===== src/rtl/seq_shift_mul.sv =====
// Sequential shift-and-add unsigned multiplier: one partial product per clock,
// with the registered product held on Mul_Out for the downstream adder's Mul_In.
module seq_shift_mul #(
  parameter int A_W = 3,
  parameter int B_W = 3,
  parameter int P_W = A_W + B_W
) (
  input  logic           Clk,
  input  logic           Reset_n,
  input  logic           Start_In,
  input  logic [A_W-1:0] A_In,
  input  logic [B_W-1:0] B_In,
  output logic           Busy_Out,
  output logic           Done_Out,
  output logic [P_W-1:0] Mul_Out
);

  // Handshake: Start_In is sampled only in IDLE; Busy_Out is high through RUN and DONE;
  // Done_Out is a single-cycle pulse marking a new Mul_Out. Start_In while busy is dropped.

  localparam int CNT_W = (B_W > 1) ? $clog2(B_W) : 1;
  localparam logic [CNT_W-1:0] LAST = CNT_W'(B_W - 1);

  typedef enum logic [1:0] {IDLE, RUN, DONE} state_t;

  state_t           state_q, state_d;
  logic [P_W-1:0]   mcand_q, mcand_d;
  logic [B_W-1:0]   mplier_q, mplier_d;
  logic [P_W-1:0]   acc_q, acc_d;
  logic [CNT_W-1:0] cnt_q, cnt_d;
  logic [P_W-1:0]   mul_q, mul_d;
  logic             done_q, done_d;
  logic             busy_q, busy_d;
  logic [P_W-1:0]   acc_sum;

  always_ff @(posedge Clk) begin
    if (!Reset_n) begin
      state_q  <= IDLE;
      mcand_q  <= '0;
      mplier_q <= '0;
      acc_q    <= '0;
      cnt_q    <= '0;
      mul_q    <= '0;
      done_q   <= 1'b0;
      busy_q   <= 1'b0;
    end else begin
      state_q  <= state_d;
      mcand_q  <= mcand_d;
      mplier_q <= mplier_d;
      acc_q    <= acc_d;
      cnt_q    <= cnt_d;
      mul_q    <= mul_d;
      done_q   <= done_d;
      busy_q   <= busy_d;
    end
  end

  // Width rule guarantees the sum never exceeds P_W bits.
  assign acc_sum = acc_q + (mplier_q[0] ? mcand_q : '0);

  always_comb begin
    state_d  = state_q;
    mcand_d  = mcand_q;
    mplier_d = mplier_q;
    acc_d    = acc_q;
    cnt_d    = cnt_q;
    mul_d    = mul_q;
    done_d   = 1'b0;
    case (state_q)
      IDLE: begin
        if (Start_In) begin
          mcand_d  = P_W'(A_In);
          mplier_d = B_In;
          acc_d    = '0;
          cnt_d    = '0;
          state_d  = RUN;
        end
      end
      RUN: begin
        acc_d    = acc_sum;
        mcand_d  = mcand_q << 1;
        mplier_d = mplier_q >> 1;
        cnt_d    = cnt_q + CNT_W'(1);
        if (cnt_q == LAST) begin
          mul_d   = acc_sum;
          done_d  = 1'b1;
          state_d = DONE;
        end
      end
      DONE:    state_d = IDLE;
      default: state_d = IDLE;
    endcase
    busy_d = (state_d != IDLE);
  end

  assign Busy_Out = busy_q;
  assign Done_Out = done_q;
  assign Mul_Out  = mul_q;

endmodule

===== config.mk =====
export PLATFORM = sky130hd
export DESIGN_NAME = seq_shift_mul
export DESIGN_NICKNAME = d
export VERILOG_FILES = /design/src/rtl/seq_shift_mul.sv
export SDC_FILE = /design/constraint.sdc
export NUM_CORES = 1
export LEC_CHECK = 0
export CORE_ASPECT_RATIO = 1.75
export CORE_UTILIZATION = 45
export DETAILED_ROUTE_END_ITERATION = 7
export DONT_BUFFER_PORTS = 1
export REMOVE_ABC_BUFFERS = 1
export SLEW_MARGIN = 20
export SYNTH_ARGS = -nofsm -noshare
export SYNTH_HDL_FRONTEND = slang
export SYNTH_SLANG_ARGS = --single-unit

===== constraint.sdc =====
create_clock -name Clk -period 3.5 [get_ports Clk]
set_clock_uncertainty 0.1 [all_clocks]
set_input_delay 1.05 -clock Clk [delete_from_list [all_inputs] [get_ports Clk]]
set_output_delay 1.05 -clock Clk [all_outputs]
set_load 0.02 [all_outputs]

Word level (Yosys, flattened, before mapping)
Cells that the tools add are included.

Flip-flop bits (word level): 27. Bits of input ports: 9. Output and inout port bits: 8. Logic and storage cells: 32.

$add $sub $neg: 2. Multiplexer cells: 13. Equal/unequal tests: 3. Reductions and logical operators: 6.

Operator list (number): 6-bit case mux with 2 select lines (2); 6-bit two-way mux (3); 2-bit case mux with 2 select lines (2); 6-bit adder (1); 2-bit two-way mux (3); 3-bit case mux with 2 select lines (1); 2-bit AND reduction (3); 2-bit nonzero test (2); 3-bit two-way mux (1); 2-bit by 1-bit adder with 2-bit output, second input constant (1); 2-bit by 1-bit equality test with 1-bit output, second input constant (1); 2-bit equality test, second input constant (1); 2-bit logical NOT (1); 2-bit != test, second input constant (1); 1-bit two-way mux (1).

Longest topological paths before layout
Gate-level depths: netlist of run 1.

Word-level depth: 4. Depth in mapped cells: 8.

Least setup slack after synthesis of run 1
Ideal clock, no wire load.

Path type: input -> register. From: in Start_In. To: reg mplier_q[2]. Arrival time: 1.759 ns. Stages: 5. Required time: 3.272 ns. Setup slack: 1.514 ns. Cell sequence: nor2_1 > or2_2 > buf_2 > a22oi_1 > nor2_1.

Cells in the longest elaborated chain, start to end: 2.

Ends and longest elaborated chain: from (decl) (line 10) `input logic Start_In,`; 2-bit != test (no line); 2-bit AND reduction (no line); to (signal assigned) (line 49) `mplier_q <= mplier_d;`; to (decl) (line 28) `logic [B_W-1:0] mplier_q, mplier_d;`.

Every way passes these cells. A chain may end at the register's enable or synchronous reset.

Worst setup path after layout of run 1
From: reg mplier_q[0]. To: reg acc_q[4].

Cells in the longest elaborated chain, start to end: 3.

Ends and longest elaborated chain: 6-bit two-way mux (line 59) `assign acc_sum = acc_q + (mplier_q[0] ? mcand_q : '0);`; 6-bit adder (line 59); 6-bit case mux with 2 select lines (line 69) `case (state_q)`; to (signal assigned) (line 41) `acc_q <= '0;`; to (signal assigned) (line 50) `acc_q <= acc_d;`; to (decl) (line 29) `logic [P_W-1:0] acc_q, acc_d;`.

Every way passes these cells.

==> key figures, run 1 <==
Power
  • Clock power share: 0.329
  • Logic gate share of total power: 0.082
  • Net switching power: 142 uW
  • Reg power frac: 0.589
  • Internal power: ~410 uW
  • Pleak: approximately 0.00052 uW
  • Sw Share: 0.256
  • Max VDD drop: about 330 uV
  • PwrDens: 418 mW/mm^2

Clocking
  • H-tree Lvls: 1
  • Worst-path clk slew: ~100 ps
  • CTS Buf Count: 3
  • Skew-Pair Late Insertion Delay: approximately 280 ps
  • Max Buffers Root-to-Sink: 2
  • TritonCTS clock tree: done
  • CTS sink cnt: 27
  • Resized cells post-CTS: 0
  • Hold_buf cts: 0
  • Total setup buffers inserted after CTS: 0
  • Clock root buffer: clkbuf_8

Place
  • Final GP Congestion: 0.779
  • IO buf count: 0
  • Placed inst area: about 0.0013 mm^2
  • Placed Cells: 161
  • Post-detail-place hpwl: a little under 2 mm

Drt
  • WL per Instance: around 16 um
  • Via count: between 900 and 1k
  • Pre-antenna DRT Iters: 4
  • Initial DRC Count: 24
  • DRC Markers: 0
  • Routed wire length: about 2.7 mm
  • Post-route antenna net violation count: 0
  • Via density: 5.90

Logic synthesis
  • Simple-gate share of the synthesized area: 0.253
  • Synth Area in XOR/XNOR: 0.0205
  • Compound-Gate Fraction of Synth Area: 0.189
  • Post-synth EDFFs: 0
  • Synth Warn #: 0
  • Mapped Area: between 0.001 and 0.0015 mm^2
  • Sequential fraction of the synthesis area: 0.422
  • Synth cell types: 39
  • Top FF cell, synth: dfxtp_1
  • Async set-reset flop share out of synthesis: 0
  • Mapped Avg Cell Area: just over 9 um^2
  • Post-Synthesis Cells: around 140
  • Mux contribution to synthesized area: 0
  • Largest family of logic cells by synthesized area: simple AND/OR/NAND/NOR gates
  • Yosys reg bits: 27
  • Adder-cell share of the synthesized area: 0.0743

Worst setup path
  • CP required: roughly 3600 ps
  • Crit Path Max Fanout: 7
  • Critical path class: reg -> reg
  • CP Launch Type: register
  • CP max-delay cell: dfxtp_1
  • Critical Path End Type: register
  • CP max stage delay: 420 ps
  • Worst EP arrival: about 2200 ps
  • Worst path most repeated cell: nor2b_1
  • CP Cell Sequence: and2_1, ha_1, inv_1, fa_1, nor2b_1, o21ai_0, nor2b_1, o311ai_0

GRT
  • Initial antenna violation count: 0
  • Vias in the first global route: ~980
  • Largest net degree at the start of global routing: 21
  • Total congestion overflow: 0
  • First-pass GRT wire length: around 4.4 mm
  • Global-route usage over all layers: 0.192

Floorplanning
  • Ports: 17
  • Initial Utilization: 0.476
  • Num rows: 25
  • Die width: approximately 42 um
  • DIE AREA: slightly above 0.003 mm^2
  • Core ar.: between 0.002 and 0.003 mm^2
  • Die Y-Extent: ~73 um

STA
  • Pins Over Slew Limit: 0
  • Final hold slack: 374 ps
  • Slew HR: 0.577
  • Worst-Margin Slew: 633 ps
  • Final Critical Period: approximately 2200 ps
  • Period utilisation layout: 0.619
  • Max Clock Freq: approximately 460 MHz
  • Final Setup Violations: 0
  • Hold Vio Cnt, Final: 0
  • RSZ-0062 raised after global routing: false
  • Fin Setup TNS: 0 ps

Layout
  • Total Nets Final: 155
  • Area of the multi-input gates: 687 um^2
  • FF/Latch Area: roughly 540 um^2
  • Post-route cell area: between 0.001 and 0.0015 mm^2
  • Final Non-Filler Cells: ~170
  • Antenna diode count: 0
  • Final core occ: 0.494
  • Layout cells sized above 1: 0.0942
  • Layout area overhead: 3.91%
  • Fillers: between 200 and 300

Min path
  • Class of the worst hold path: reg -> reg

Flow run
  • Max-Cap Viols: 0

Outcome
  • Status: complete, no violations
cell usage in the layout (no fill, tap or decap), types with 2 or more instances in the layout:
master    count
dfxtp_1      27
nor2_1       17
nand2_1      15
and2_1        7
a22oi_1       7
inv_1         6
a21oi_1       6
ha_1          6
nand3_1       3
a211oi_1      3
nor2b_1       3
a311oi_1      3
clkbuf_8      3
nor3b_1       2
nand2b_1      2
xnor2_1       2
o21ai_0       2
or4b_1        2
nand4_1       2
o221ai_1      2
area by class of cell:
cell class | count | area share
Inverter | 6 | 0.0169
Clock buffer | 3 | 0.0310
Multi-Input combinational cell | 101 | 0.516
Clock inverter | 1 | 0.00376
Sequential cell | 27 | 0.406
Tap cell | 27 | 0.0254
flip-flops by register name, indices dropped and copies added (netlist names):
signal / flops
state_q: 2
mplier_q: 3
Done_Out: 1
mcand_q: 6
Busy_Out: 1
Mul_Out: 6
acc_q: 6
cnt_q: 2
metrics by stage:
| step | worst slack, ps | total power [uW] |
|---|---|---|
| 2_1_floorplan | 1560 | 368 |
| 3_3_place_gp | 1410 | 380 |
| 3_5_place_dp | 1360 | 381 |
| 4_1_cts | 1340 | 560 |
| 5_1_grt | 1090 | 581 |
| 6_report | 1330 | 556 |
worst paths after layout:
path	from	to	slack (ps)	cells after the start
worst min register to register	cnt_q[0]	cnt_q[0]	370	1
worst max-delay path	mplier_q[0]	acc_q[4]	1330	8
worst max register to register	mplier_q[0]	acc_q[4]	1330	8
worst min-delay path	cnt_q[0]	cnt_q[0]	370	1
cell usage after synthesis, drive strengths merged, types with 2 or more instances:
master | number | share of area
dfxtp | 27 | 0.42
nor2 | 18 | 0.055
nand2 | 16 | 0.053
a22oi | 7 | 0.041
and2 | 7 | 0.034
a21oi | 6 | 0.023
ha | 6 | 0.059
inv | 6 | 0.018
buf | 5 | 0.018
a211oi | 3 | 0.018
a311oi | 3 | 0.021
nand3 | 3 | 0.012
nor2b | 3 | 0.015
and3 | 2 | 0.015
clkbuf | 2 | 0.0059
nand2b | 2 | 0.0098
nand4 | 2 | 0.0098
nor3b | 2 | 0.012
o21ai | 2 | 0.0078
o221ai | 2 | 0.014
o311ai | 2 | 0.014
or4b | 2 | 0.016
xnor2 | 2 | 0.014
worst max-delay path: cells and delay by family, from the launching register on:
kind | cells | cell delay, ps
compound gates | 2 | 460
simple gates | 3 | 450
flops | 1 | 420
buf+inv | 1 | 50
fa+ha+maj | 2 | 560
per-layer routing:
| layer | track usage | part of all wire | wire [um] | vias to the layer above |
|---|---|---|---|---|
| met5 | 0 | 0 | 0 | - |
| met4 | 0.118 | 0.025 | 68 | 0 |
| met3 | 0.0274 | 0.025 | 67 | 5 |
| met2 | 0.321 | 0.51 | 1360 | 14 |
| met1 | 0.227 | 0.44 | 1180 | 463 |
| li1 | - | - | - | 492 |
power by group through the flow:
stage	sequential (uW)	combinational, uW	clock, uW
2_1_floorplan	332	35.3	0
3_3_place_gp	335	45.1	0
3_5_place_dp	335	45.8	0
4_1_cts	328	45.8	186
5_1_grt	330	51.0	200
6_report	328	45.6	183
logic make-up (layout without fill, tap and decap cells):
family / after synthesis / count (layout)
AOI/OAI and AO/OA: 30 / 30
xor gates and xnor gates: 3 / 3
adders and majority gates: 7 / 7
buffers and inverters: 13 / 10
DFF: 27 / 27
and+or+nand+nor: 61 / 61
(Power assumes the default switching activity.)
==> run 2, diff against run 1 <==
==> constraint.sdc (replaced) <==
create_clock -name Clk -period 2.25 [get_ports Clk]
set_clock_uncertainty 0.1 [all_clocks]
set_input_delay 0.675 -clock Clk [delete_from_list [all_inputs] [get_ports Clk]]
set_output_delay 0.675 -clock Clk [all_outputs]
set_load 0.02 [all_outputs]
==> run 2 against run 1 <==
Effect of this change:
- sequential cell count did not move
- worst setup slack got worse by 1100 ps
- design area rose by 1.1%
- critical endpoint unchanged
- largest cell class unchanged
- largest power group unchanged
==> key figures, run 2 (same netlist as run 1, synthesis figures left out) <==
Drt
  • DRC Markers: 0 (unchanged)
  • Initial DRC Count: 31 (was 24)
  • Via count: 1021 (was 974)
  • Post-route antenna net violation count: 0 (unchanged)
  • Via density: 6.11 (was 5.90)
  • Pre-antenna DRT Iters: 4 (unchanged)
  • Routed wire length: 2.76 mm (was 2.68 mm)
  • WL per Instance: 16.5 um (was 16.3 um)

GRT
  • Global-route usage over all layers: 0.196 (was 0.192)
  • Total congestion overflow: 0 (unchanged)
  • Vias in the first global route: 1007 (was 975)
  • Initial antenna violation count: 0 (unchanged)
  • First-pass GRT wire length: 4.52 mm (was 4.44 mm)
  • Largest net degree at the start of global routing: 16 (was 21)

Layout
  • Layout cells sized above 1: 0.107 (was 0.0942)
  • Commonest non-fill, non-tap cell in the layout: dfxtp_1 (unchanged)
  • Total Nets Final: 157 (was 155)
  • Fillers: 263 (was 284)
  • Layout area overhead: 5.08% (was 3.91%)
  • Antenna diode count: 0 (unchanged)
  • Most frequent cells in the layout: 26 x dfxtp_1, 17 x nor2_1, 15 x nand2_1 (was 27 x dfxtp_1, 17 x nor2_1, 15 x nand2_1)

STA
  • Final Setup Violations: 0 (unchanged)
  • Period utilisation layout: 0.895 (was 0.619)
  • RSZ-0062 raised after global routing: false (unchanged)
  • Worst-Margin Slew: 424 ps (was 633 ps)
  • Fin Setup TNS: 0 ps (unchanged)
  • Max Clock Freq: 497 MHz (was 462 MHz)
  • Pins Over Slew Limit: 0 (unchanged)
  • Final Critical Period: 2010 ps (was 2170 ps)
  • Slew HR: 0.717 (was 0.577)
  • Hold Vio Cnt, Final: 0 (unchanged)

Worst setup path
  • CP Launch Type: register (unchanged)
  • Critical Path End Type: register (unchanged)
  • Reg2Reg Depth: 8 (unchanged)
  • Crit path launch: mplier_q[0] (unchanged)
  • Worst R2R End: acc_q[4] (unchanged)
  • RR Startpoint: mplier_q[0] (unchanged)
  • Critical path class: reg -> reg (unchanged)
  • Crit Path Max Fanout: 7 (unchanged)
  • R2r setup slk: 240 ps (was 1330 ps)
  • Worst EP arrival: 2090 ps (was 2240 ps)
  • CP required: 2320 ps (was 3570 ps)

Power
  • PwrDens: 635 mW/mm^2 (was 418 mW/mm^2)
  • Max VDD drop: 334 uV (was 333 uV)
  • PnR Total Power: 855 uW (was 556 uW)
  • Pleak: 0.000526 uW (was 0.000519 uW)

Floorplanning
  • DIE AREA: 0.00307 mm^2 (unchanged)
  • Initial Utilization: 0.476 (unchanged)
  • Die width: 42.3 um (unchanged)
  • Ports: 17 (unchanged)
  • Core ar.: 0.00269 mm^2 (unchanged)
  • Num rows: 25 (unchanged)
  • Die Y-Extent: 72.6 um (unchanged)

Min path
  • Class of the worst hold path: reg -> reg (unchanged)
  • Hold_sp: cnt_q[0] (unchanged)
  • Hold path endpoint: cnt_q[0] (unchanged)
  • Hold path cells: 1 (unchanged)

Clocking
  • Clock root buffer: clkbuf_8 (unchanged)
  • Resized cells post-CTS: 0 (unchanged)
  • Worst-path clk slew: 90 ps (was 100 ps)
  • Total setup buffers inserted after CTS: 0 (unchanged)
  • TritonCTS clock tree: done (unchanged)
  • CTS Buf Count: 3 (unchanged)
  • H-tree Lvls: 1 (unchanged)
  • CTS sink cnt: 27 (unchanged)
  • Skew-Pair Late Insertion Delay: 270 ps (was 280 ps)
  • Hold_buf cts: 0 (unchanged)
  • Max Buffers Root-to-Sink: 2 (unchanged)

Outcome
  • Status: complete, no violations (unchanged)

Place
  • IO buf count: 0 (unchanged)
  • Post-detail-place hpwl: 2.05 mm (was 1.95 mm)
  • Final GP Congestion: 0.828 (was 0.779)

Flow run
  • Max-Cap Viols: 0 (unchanged)
[run 2: per-stage QoR]
stage               setup slack [ps]  cell area (um^2)  hold slack, ps  instances   util
global route                    10.8              1350             398        167  0.500
finish                           236              1350             367        167  0.500
detailed placement               193              1300             359        163  0.483
floorplan                        370              1250             337        134      -
CTS                              170              1340             371        167  0.500
global placement                 270              1300             360        163  0.483
[run 2: critical path, stage by stage, from the launching register on]
cell	delay, ps
dfxtp_2	380
and2_1	140
ha_1	160
inv_1	60
fa_1	390
nor2b_1	120
o21ai_0	110
nor2b_1	170
o311ai_0	280
[run 2: where the power goes]
part / leakage, uW / internal, uW / total, uW / switching, uW
Combinational: 0.000283 / 27.9 / 75.3 / 47.4
Sequential: 0.000220 / 494 / 510 / 15.6
Clock: 0.0000228 / 127 / 270 / 143
[run 2: how the worst max path moves through the flow]
stage                to  slack (ps)  depth (start not counted)
2_1_floorplan  acc_q[4]         370                          8
3_3_place_gp   acc_q[4]         270                          8
3_5_place_dp   acc_q[4]         190                          8
4_1_cts        acc_q[4]         170                          8
5_1_grt        acc_q[4]          10                          8
6_report       acc_q[4]         240                          8
[run 2: metal layers]
layer | vias up | track usage | share of wire
met1 | 486 | 0.227 | 0.40
met2 | 31 | 0.332 | 0.53
met4 | 0 | 0.125 | 0.028
met3 | 9 | 0.0274 | 0.035
met5 | - | 0 | 0
li1 | 495 | - | -
[run 2: cell type report]
class | count | area (um^2) | area share
Inverter | 6 | 22.5 | 0.0167
Multi-Input combinational cell | 101 | 687 | 0.511
Sequential cell | 27 | 542 | 0.403
Timing Repair Buffer | 2 | 15.0 | 0.0112
Tap cell | 27 | 33.8 | 0.0251
Clock buffer | 4 | 45.0 | 0.0335
==> run 3, diff against run 2 <==
--- a/config.mk
+++ b/config.mk
@@ -10,7 +10,7 @@
 export DETAILED_ROUTE_END_ITERATION = 7
 export DONT_BUFFER_PORTS = 1
 export REMOVE_ABC_BUFFERS = 1
-export SLEW_MARGIN = 20
+export SLEW_MARGIN = 0
 export SYNTH_ARGS = -nofsm -noshare
 export SYNTH_HDL_FRONTEND = slang
 export SYNTH_SLANG_ARGS = --single-unit
==> constraint.sdc (replaced) <==
create_clock -name Clk -period 2.4 [get_ports Clk]
set_clock_uncertainty 0.1 [all_clocks]
set_input_delay 0.72 -clock Clk [delete_from_list [all_inputs] [get_ports Clk]]
set_output_delay 0.72 -clock Clk [all_outputs]
set_load 0.005 [all_outputs]
==> run 3 against run 2 <==
Effect of this change:
- die area unchanged
- sequential cell count unchanged
- clock-buffer cell count stayed put
- combinational power down 9.7%
- worst hold slack gained 4.5 ps
- non-clock buffer count decreased by 1
- fmax fell by 7.2%
- largest power group unchanged
- critical path type unchanged
- global-route usage grew 0.20 points
- register-to-register slack hardly changed
- largest cell class unchanged
- worst setup slack worse by 7.4 ps
- sequential power is 6.9% lower
- core utilization fell by 0.33 points
==> key figures, run 3 (same netlist as run 1, synthesis figures left out) <==
Outcome
  • Status: complete, no violations (unchanged)

STA
  • Pins Over Slew Limit: 0 (unchanged)
  • Worst-Margin Slew: 437 ps (was 424 ps)
  • Max Clock Freq: 461 MHz (was 497 MHz)
  • Period utilisation layout: 0.905 (was 0.895)
  • Final Setup Violations: 0 (unchanged)
  • Slew HR: 0.708 (was 0.717)
  • Hold Vio Cnt, Final: 0 (unchanged)
  • Fin Setup TNS: 0 ps (unchanged)
  • Final Critical Period: 2170 ps (was 2010 ps)
  • RSZ-0062 raised after global routing: false (unchanged)

Floorplanning
  • Initial Utilization: 0.476 (unchanged)
  • DIE AREA: 0.00307 mm^2 (unchanged)
  • Ports: 17 (unchanged)
  • Num rows: 25 (unchanged)
  • Die Y-Extent: 72.6 um (unchanged)
  • Core ar.: 0.00269 mm^2 (unchanged)
  • Die width: 42.3 um (unchanged)

GRT
  • Global Route met1 Usage: 0.207 (was 0.227)
  • Vias in the first global route: 1009 (was 1007)
  • Most used routing layer in global routing: met2 (unchanged)
  • Initial antenna violation count: 0 (unchanged)
  • Met2 Use GR: 0.352 (was 0.332)
  • Global-route usage over all layers: 0.198 (was 0.196)
  • Total congestion overflow: 0 (unchanged)
  • Met3 GRT Util: 0.0274 (unchanged)
  • Largest net degree at the start of global routing: 16 (unchanged)
  • First-pass GRT wire length: 4.56 mm (was 4.52 mm)

Worst setup path
  • CP Cell Sequence: and2_1, ha_1, inv_1, fa_1, nor2b_1, o21ai_0, nor2b_1, o311ai_0 (unchanged)
  • Reg2Reg Depth: 8 (unchanged)
  • CP max-delay cell: dfxtp_1 (was fa_1)
  • Worst R2R End: acc_q[4] (unchanged)
  • Worst EP arrival: 2220 ps (was 2090 ps)
  • Worst path most repeated cell: nor2b_1 (unchanged)
  • CP required: 2450 ps (was 2320 ps)
  • RR Startpoint: mplier_q[0] (unchanged)
  • Crit Path Max Fanout: 7 (unchanged)
  • Critical Path End Type: register (unchanged)
  • CP Launch Type: register (unchanged)
  • CP max stage delay: 420 ps (was 390 ps)
  • R2r setup slk: 230 ps (was 240 ps)
  • Critical path class: reg -> reg (unchanged)

Min path
  • Hold path endpoint: cnt_q[0] (unchanged)
  • Hold_sp: cnt_q[0] (unchanged)
  • Class of the worst hold path: reg -> reg (unchanged)
  • Hold path cells: 1 (unchanged)

Power
  • Max VDD drop: 411 uV (was 334 uV)
  • Pleak: 0.000521 uW (was 0.000526 uW)
  • PwrDens: 599 mW/mm^2 (was 635 mW/mm^2)
  • PnR Total Power: 801 uW (was 855 uW)

Layout
  • Area of the multi-input gates: 687 um^2 (unchanged)
  • Layout cells sized above 1: 0.0935 (was 0.107)
  • Antenna diode count: 0 (unchanged)
  • Layout area overhead: 4.40% (was 5.08%)
  • Total Nets Final: 156 (was 157)
  • Commonest non-fill, non-tap cell in the layout: dfxtp_1 (unchanged)
  • Final Non-Filler Cells: 166 (was 167)
  • FF/Latch Area: 541 um^2 (was 542 um^2)
  • Fillers: 276 (was 263)
  • Most frequent cells in the layout: 27 x dfxtp_1, 17 x nor2_1, 15 x nand2_1 (was 26 x dfxtp_1, 17 x nor2_1, 15 x nand2_1)

Clocking
  • Hold_buf cts: 0 (unchanged)
  • CTS sink cnt: 27 (unchanged)
  • Clock root buffer: clkbuf_8 (unchanged)
  • Skew-Pair Late Insertion Delay: 270 ps (about the same)
  • CTS Buf Count: 3 (unchanged)
  • TritonCTS clock tree: done (unchanged)
  • H-tree Lvls: 1 (unchanged)
  • Total setup buffers inserted after CTS: 0 (unchanged)
  • Max Buffers Root-to-Sink: 2 (unchanged)
  • Worst-path clk slew: 90 ps (about the same)
  • Resized cells post-CTS: 0 (unchanged)

Drt
  • DRC Markers: 0 (unchanged)
  • Routed wire length: 2.76 mm (about the same)
  • Via density: 6.01 (was 6.11)
  • Initial DRC Count: 24 (was 31)
  • WL per Instance: 16.6 um (was 16.5 um)
  • Pre-antenna DRT Iters: 4 (unchanged)
  • Post-route antenna net violation count: 0 (unchanged)
  • Via count: 997 (was 1021)

Place
  • Placed Cells: 162 (was 163)
  • IO buf count: 0 (unchanged)
  • Final GP Congestion: 0.807 (was 0.828)
  • Post-detail-place hpwl: 1.98 mm (was 2.05 mm)

Flow run
  • Max-Cap Viols: 0 (unchanged)
-- run 3: cell count changes in the layout (fill, tap and decap cells not counted), sizes merged --
cell,delta
buf,-1
-- run 3: worst max path at each step --
stage,slack (ps),end,startpoint
2_1_floorplan,520,acc_q[4],mplier_q[0]
3_3_place_gp,420,acc_q[4],mplier_q[0]
3_5_place_dp,300,acc_q[4],mplier_q[0]
4_1_cts,230,acc_q[4],mplier_q[0]
5_1_grt,50,acc_q[4],mplier_q[0]
6_report,230,acc_q[4],mplier_q[0]
-- run 3: worst max-delay path, delay by kind of cell (launching register included) --
kind                     cells  cell delay (ps)
adder cells (fa/ha/maj)      2              560
AO/OA/AOI/OAI                2              460
AND/OR/NAND/NOR              3              450
flip-flops                   1              420
buffers and inverters        1               60
-- run 3: stage by stage --
stage	instance area (um^2)	util	setup slack [ps]	hold slack, ps
3_3_place_gp	1290	0.480	425	360
5_1_grt	1340	0.497	46.7	412
4_1_cts	1340	0.497	230	375
6_report	1340	0.497	229	372
3_5_place_dp	1290	0.480	302	361
2_1_floorplan	1250	-	520	337
-- run 3: area by class of cell --
| class | instances | area share |
|---|---|---|
| well taps | 27 | 0.0253 |
| multi-input cells | 101 | 0.514 |
| repair buffers | 1 | 0.00562 |
| flip-flops and latches | 27 | 0.404 |
| clock buffers | 4 | 0.0337 |
| inverters | 6 | 0.0169 |
-- run 3: metal layers --
layer  share of wire  routed length (um)
met1            0.42                1170
met2            0.51                1410
met3           0.019                  52
met4           0.047                 129
met5               0                   0
-- run 3: power breakdown --
part           leakage [uW]  internal (uW)  switching, uW
combinational      0.000278           24.5           43.5
sequential         0.000220            463           12.3
clock             0.0000228            119            138
total              0.000521            606            194
==> patch 1, RTL diff (config.mk and constraints of run 2) <==
The parameter `B_W` goes from 3 to 6.
--- a/src/rtl/seq_shift_mul.sv
+++ b/src/rtl/seq_shift_mul.sv
@@ -3,5 +3,5 @@
 module seq_shift_mul #(
   parameter int A_W = 3,
-  parameter int B_W = 3,
+  parameter int B_W = 6,
   parameter int P_W = A_W + B_W
 ) (
Interface: changed (resized B_In and Mul_Out); port bits go from 17 to 23. No check against the original RTL was run, so the function may have changed too.
==> patch 1 against run 2 <==
Setup slack worse by 180 ps; clock power rose by 82%; combinational power grew 31%; sequential cell count up 13; synthesized area grew 61%; largest cell class unchanged; critical path type unchanged; power up 56%; non-clock buffer count is 9 higher; cell area rose by 68%; routed wire length is 67% higher.
==> patch 1: results <==
group,metric,value,unit
routing,vias,1713,
logic_synthesis,ys_seq_area_frac,0.388,
routing,dr.first_iter.drc_count,51,
power,p_leak,0.942,nW
critical_path,cp_max_fo,5,
clock_tree,ctsLongestPathBuffers,2,
clock_tree,holdBufCountCts,0,
clock_tree,numCtsBuffers,5,
logic_synthesis,synthTopCellsByCount,"40 x dfxtp_1, 28 x nand2_1, 19 x nor2b_1",
place,gp_congestion,0.831,
grt,grt_pass1_wl,7690,um
worst_hold_path,min_path_type,"in -> reg",
routing,first_pass_iters,4,
timing,worst_slew_pin_slew,486,ps
clock_tree,cts_root_buffer,"clkbuf_8",
place,dp_hpwl,3240,um
clock_tree,clock_latency,300,ps
grt,antenna_found_initial,0,
power,ir_worst_vdd,0.000631,V
place,placed_area,0.00214,mm^2
grt,grt_pass1_vias,1674,
logic_synthesis,synthArstFlopShare,0,
cells_and_area,drive_gt1_frac,0.129,
logic_synthesis,netlist-cell-type-count,45,
place,port_buffers,0,
cells_and_area,nNetsFinal,263,
logic_synthesis,synth_enable_flop_cells,0,
critical_path,cpMaxStageDelayCell,"fa_2",
clock_tree,cts-resized-gates,2,
routing,drt_wl_total,4590,um
clock_tree,clkSlewWorstSetupHoldPaths,90,ps
logic_synthesis,yosys-top-cells-area,"dfxtp_1 39%, ha_1 6.1%, nor2b_1 5.8%",
grt,grt_start_max_net_pins,45,
place,place_ws,-3.45,ps
critical_path,crit_family,"compound AO/OA/AOI/OAI gates",
grt,grt_util_all_layers,0.212,
critical_path,worst_ep_arrival_time,2310,ps
flow_run,cap_violations,0,
clock_tree,h-tree-depth,2,
status,status,"finished clean",
logic_synthesis,yosys_warnings,0,
critical_path,crit_path_max_incr_delay,370,ps
[patch 1: changes by cell type after synthesis, sizes merged, moves of 6 or more]
cell,change
a22oi,+6
nor2b,+16
a211o,+6
clkbuf,+6
nand2,+12
nand3,+12
dfxtp,+13
[patch 1: final cells by class]
cell class,instances,area (um^2)
timing repair buffer,11,82.6
tap,51,63.8
sequential,40,802
inverter,6,22.5
clock inverter,3,21.3
fill,436,2140
multi-input combinational,176,1200
clock buffer,5,68.8
[patch 1: metal layers]
layer,up-vias,GRT usage,wire (um)
li1,857,-,-
met1,815,0.250,1970
met2,30,0.355,2360
met3,11,0.0385,126
met4,0,0.0921,140
met5,-,0,0
[patch 1: final timing paths]
kind	end	cells past startpoint	startpoint	slack (ps)
min reg2reg	mplier_q[2]	1	mplier_q[3]	410
max	acc_q[8]	7	mcand_q[0]	60
min	mcand_q[1]	1	Reset_n	390
max reg2reg	acc_q[8]	7	mcand_q[0]	60
[patch 1: cells by family after synthesis]
| kind of cell | share of synthesized area |
|---|---|
| AOI/OAI and AO/OA | 0.241 |
| and+or+nand+nor | 0.238 |
| DFF | 0.388 |
| muxes | 0.0109 |
| adders and majority gates | 0.0703 |
| xor gates and xnor gates | 0.00849 |
| buffers and inverters | 0.0442 |
[patch 1: through the flow]
stage / total power [mW] / util / instances
after floorplan: 0.822 / - / 222
after global placement: 0.854 / 0.486 / 284
after detailed placement: 0.855 / 0.486 / 284
after CTS: 1.35 / 0.508 / 292
after global routing: 1.39 / 0.513 / 292
final: 1.33 / 0.513 / 292
[patch 1: where the power goes]
part / switching, mW / leakage [nW] / internal, mW
Combinational: 0.0567 / 0.572 / 0.0420
Clock: 0.270 / 0.0445 / 0.220
Sequential: 0.0157 / 0.325 / 0.726
Total: 0.343 / 0.942 / 0.988
==> patch 2, RTL diff (flow settings as in run 2) <==
Without the edit above. Register the output `Mul_Out` once more, cleared by the reset; this adds one clock of latency there. The other outputs are not delayed to match. Comments in the files are not updated.
--- a/src/rtl/seq_shift_mul.sv
+++ b/src/rtl/seq_shift_mul.sv
@@ -96,5 +96,11 @@
   assign Busy_Out = busy_q;
   assign Done_Out = done_q;
-  assign Mul_Out  = mul_q;
+  always_ff @(posedge Clk) begin
+    if (!Reset_n) begin
+      Mul_Out <= '0;
+    end else begin
+      Mul_Out <= mul_q;
+    end
+  end
 
 endmodule
Check against the original RTL: not equivalent (a bounded check fails within 10 cycles, from zero or initial values and one cycle with Reset_n low).
==> patch 2 against run 2 <==
Setup slack worse by 4.3 ps; combinational power is 5.4% lower; routed wire length is 6.0% lower; via count is 2.2% higher; power is 32% higher; sequential cell count is 6 higher; synthesized area is 16% higher; final cell count is 16% higher; cell area is 18% higher; critical endpoint unchanged; largest power group unchanged; highest routed layer unchanged.
==> patch 2: results <==
group,metric,value,unit
status,status,"finished clean",
logic_synthesis,synthTopCellsByCount,"33 x dfxtp_1, 15 x nand2_1, 14 x and2_1",
power,switching_share,0.220,
worst_hold_path,min_from,"mul_q[0]",
cells_and_area,drive_gt1_frac,0.113,
place,dp_hpwl,1830,um
place,gp_congestion,0.769,
routing,wire_per_inst,13.4,um
critical_path,cp_max_fo,7,
clock_tree,numCtsBuffers,5,
grt,grt_use_met2,0.286,
timing,worst_slew_pin_slew,466,ps
worst_hold_path,hold_end,"Mul_Out[0]",
clock_tree,post_cts_buffers,0,
cells_and_area,nNetsFinal,167,
critical_path,worstRegToRegCells,8,
grt,use_met3,0.0581,
logic_synthesis,yosys-top-cells-area,"dfxtp_1 45%, and2_1 5.9%, ha_1 5.1%",
logic_synthesis,ys_seq_area_frac,0.446,
grt,grt_pass1_wl,4530,um
cells_and_area,fillCellCount,314,
power,p_leak,0.689,nW
timing,whs,355,ps
clock_tree,cts-resized-gates,0,
clock_tree,h-tree-depth,2,
place,placed_area,0.00150,mm^2
clock_tree,clkSlewWorstSetupHoldPaths,60,ps
place,place_ws,93.3,ps
grt,grt_util_all_layers,0.176,
routing,vias,1043,
logic_synthesis,netlist_instances,150,
place,dpl.cell_count,187,
routing,dr.first_iter.drc_count,23,
grt,antenna_found_initial,0,
power,ir_worst_vdd,0.000437,V
timing,min_period,2020,ps
routing,drt_wl_total,2590,um
worst_hold_path,min_path_type,"reg -> reg",
grt,gr-usage-met1,0.190,
grt,grt_start_max_net_pins,38,
patch 2: cell count changes in the layout (fill, tap and decap cells not counted), moves of 3 or more:
cell | before | now
a211oi_1 | 3 | 0
a21boi_0 | 0 | 3
a21oi_1 | 6 | 3
a311oi_1 | 3 | 0
and2_1 | 7 | 14
and3_1 | 0 | 3
clkbuf_8 | 3 | 6
dfxtp_1 | 26 | 32
mux2i_1 | 0 | 3
nor2_1 | 17 | 2
nor2b_1 | 3 | 10
o211a_1 | 0 | 5
patch 2: cell families (layout without fill, tap and decap cells):
family,after synthesis,in the layout,share of synthesized area
mux,3,3,0.0203
xor+xnor,3,3,0.0177
flops,33,33,0.446
buf+inv,12,13,0.0405
simple gates,62,62,0.253
fa+ha+maj,7,7,0.0641
compound gates,30,30,0.159
patch 2: power by group through the flow:
stage          registers (mW)  clock network [mW]  logic (mW)
6_report                0.617               0.437      0.0712
2_1_floorplan           0.625                   0      0.0565
3_3_place_gp            0.629                   0      0.0699
5_1_grt                 0.619               0.481      0.0803
3_5_place_dp            0.629                   0      0.0719
4_1_cts                 0.616               0.455      0.0719
patch 2: area by class of cell:
class	count	area [um^2]	area share
Multi-Input combinational cell	105	762	0.479
Sequential cell	33	662	0.416
Clock buffer	7	86.3	0.0543
Tap cell	43	53.8	0.0338
Inverter	5	18.8	0.0118
Timing Repair Buffer	1	7.51	0.00472
patch 2: critical path, cell delays in order (launching register included):
cell	delay, ps
dfxtp_2	340
and2_1	160
ha_1	190
inv_1	70
fa_1	200
nor2b_1	50
o21ai_0	240
or4b_1	470
o311ai_1	100
patch 2: routing by layer:
metal	routed length, um	vias to the layer above
met5	0	-
met4	73	0
met3	107	6
met2	1340	23
met1	1070	488
li1	-	526
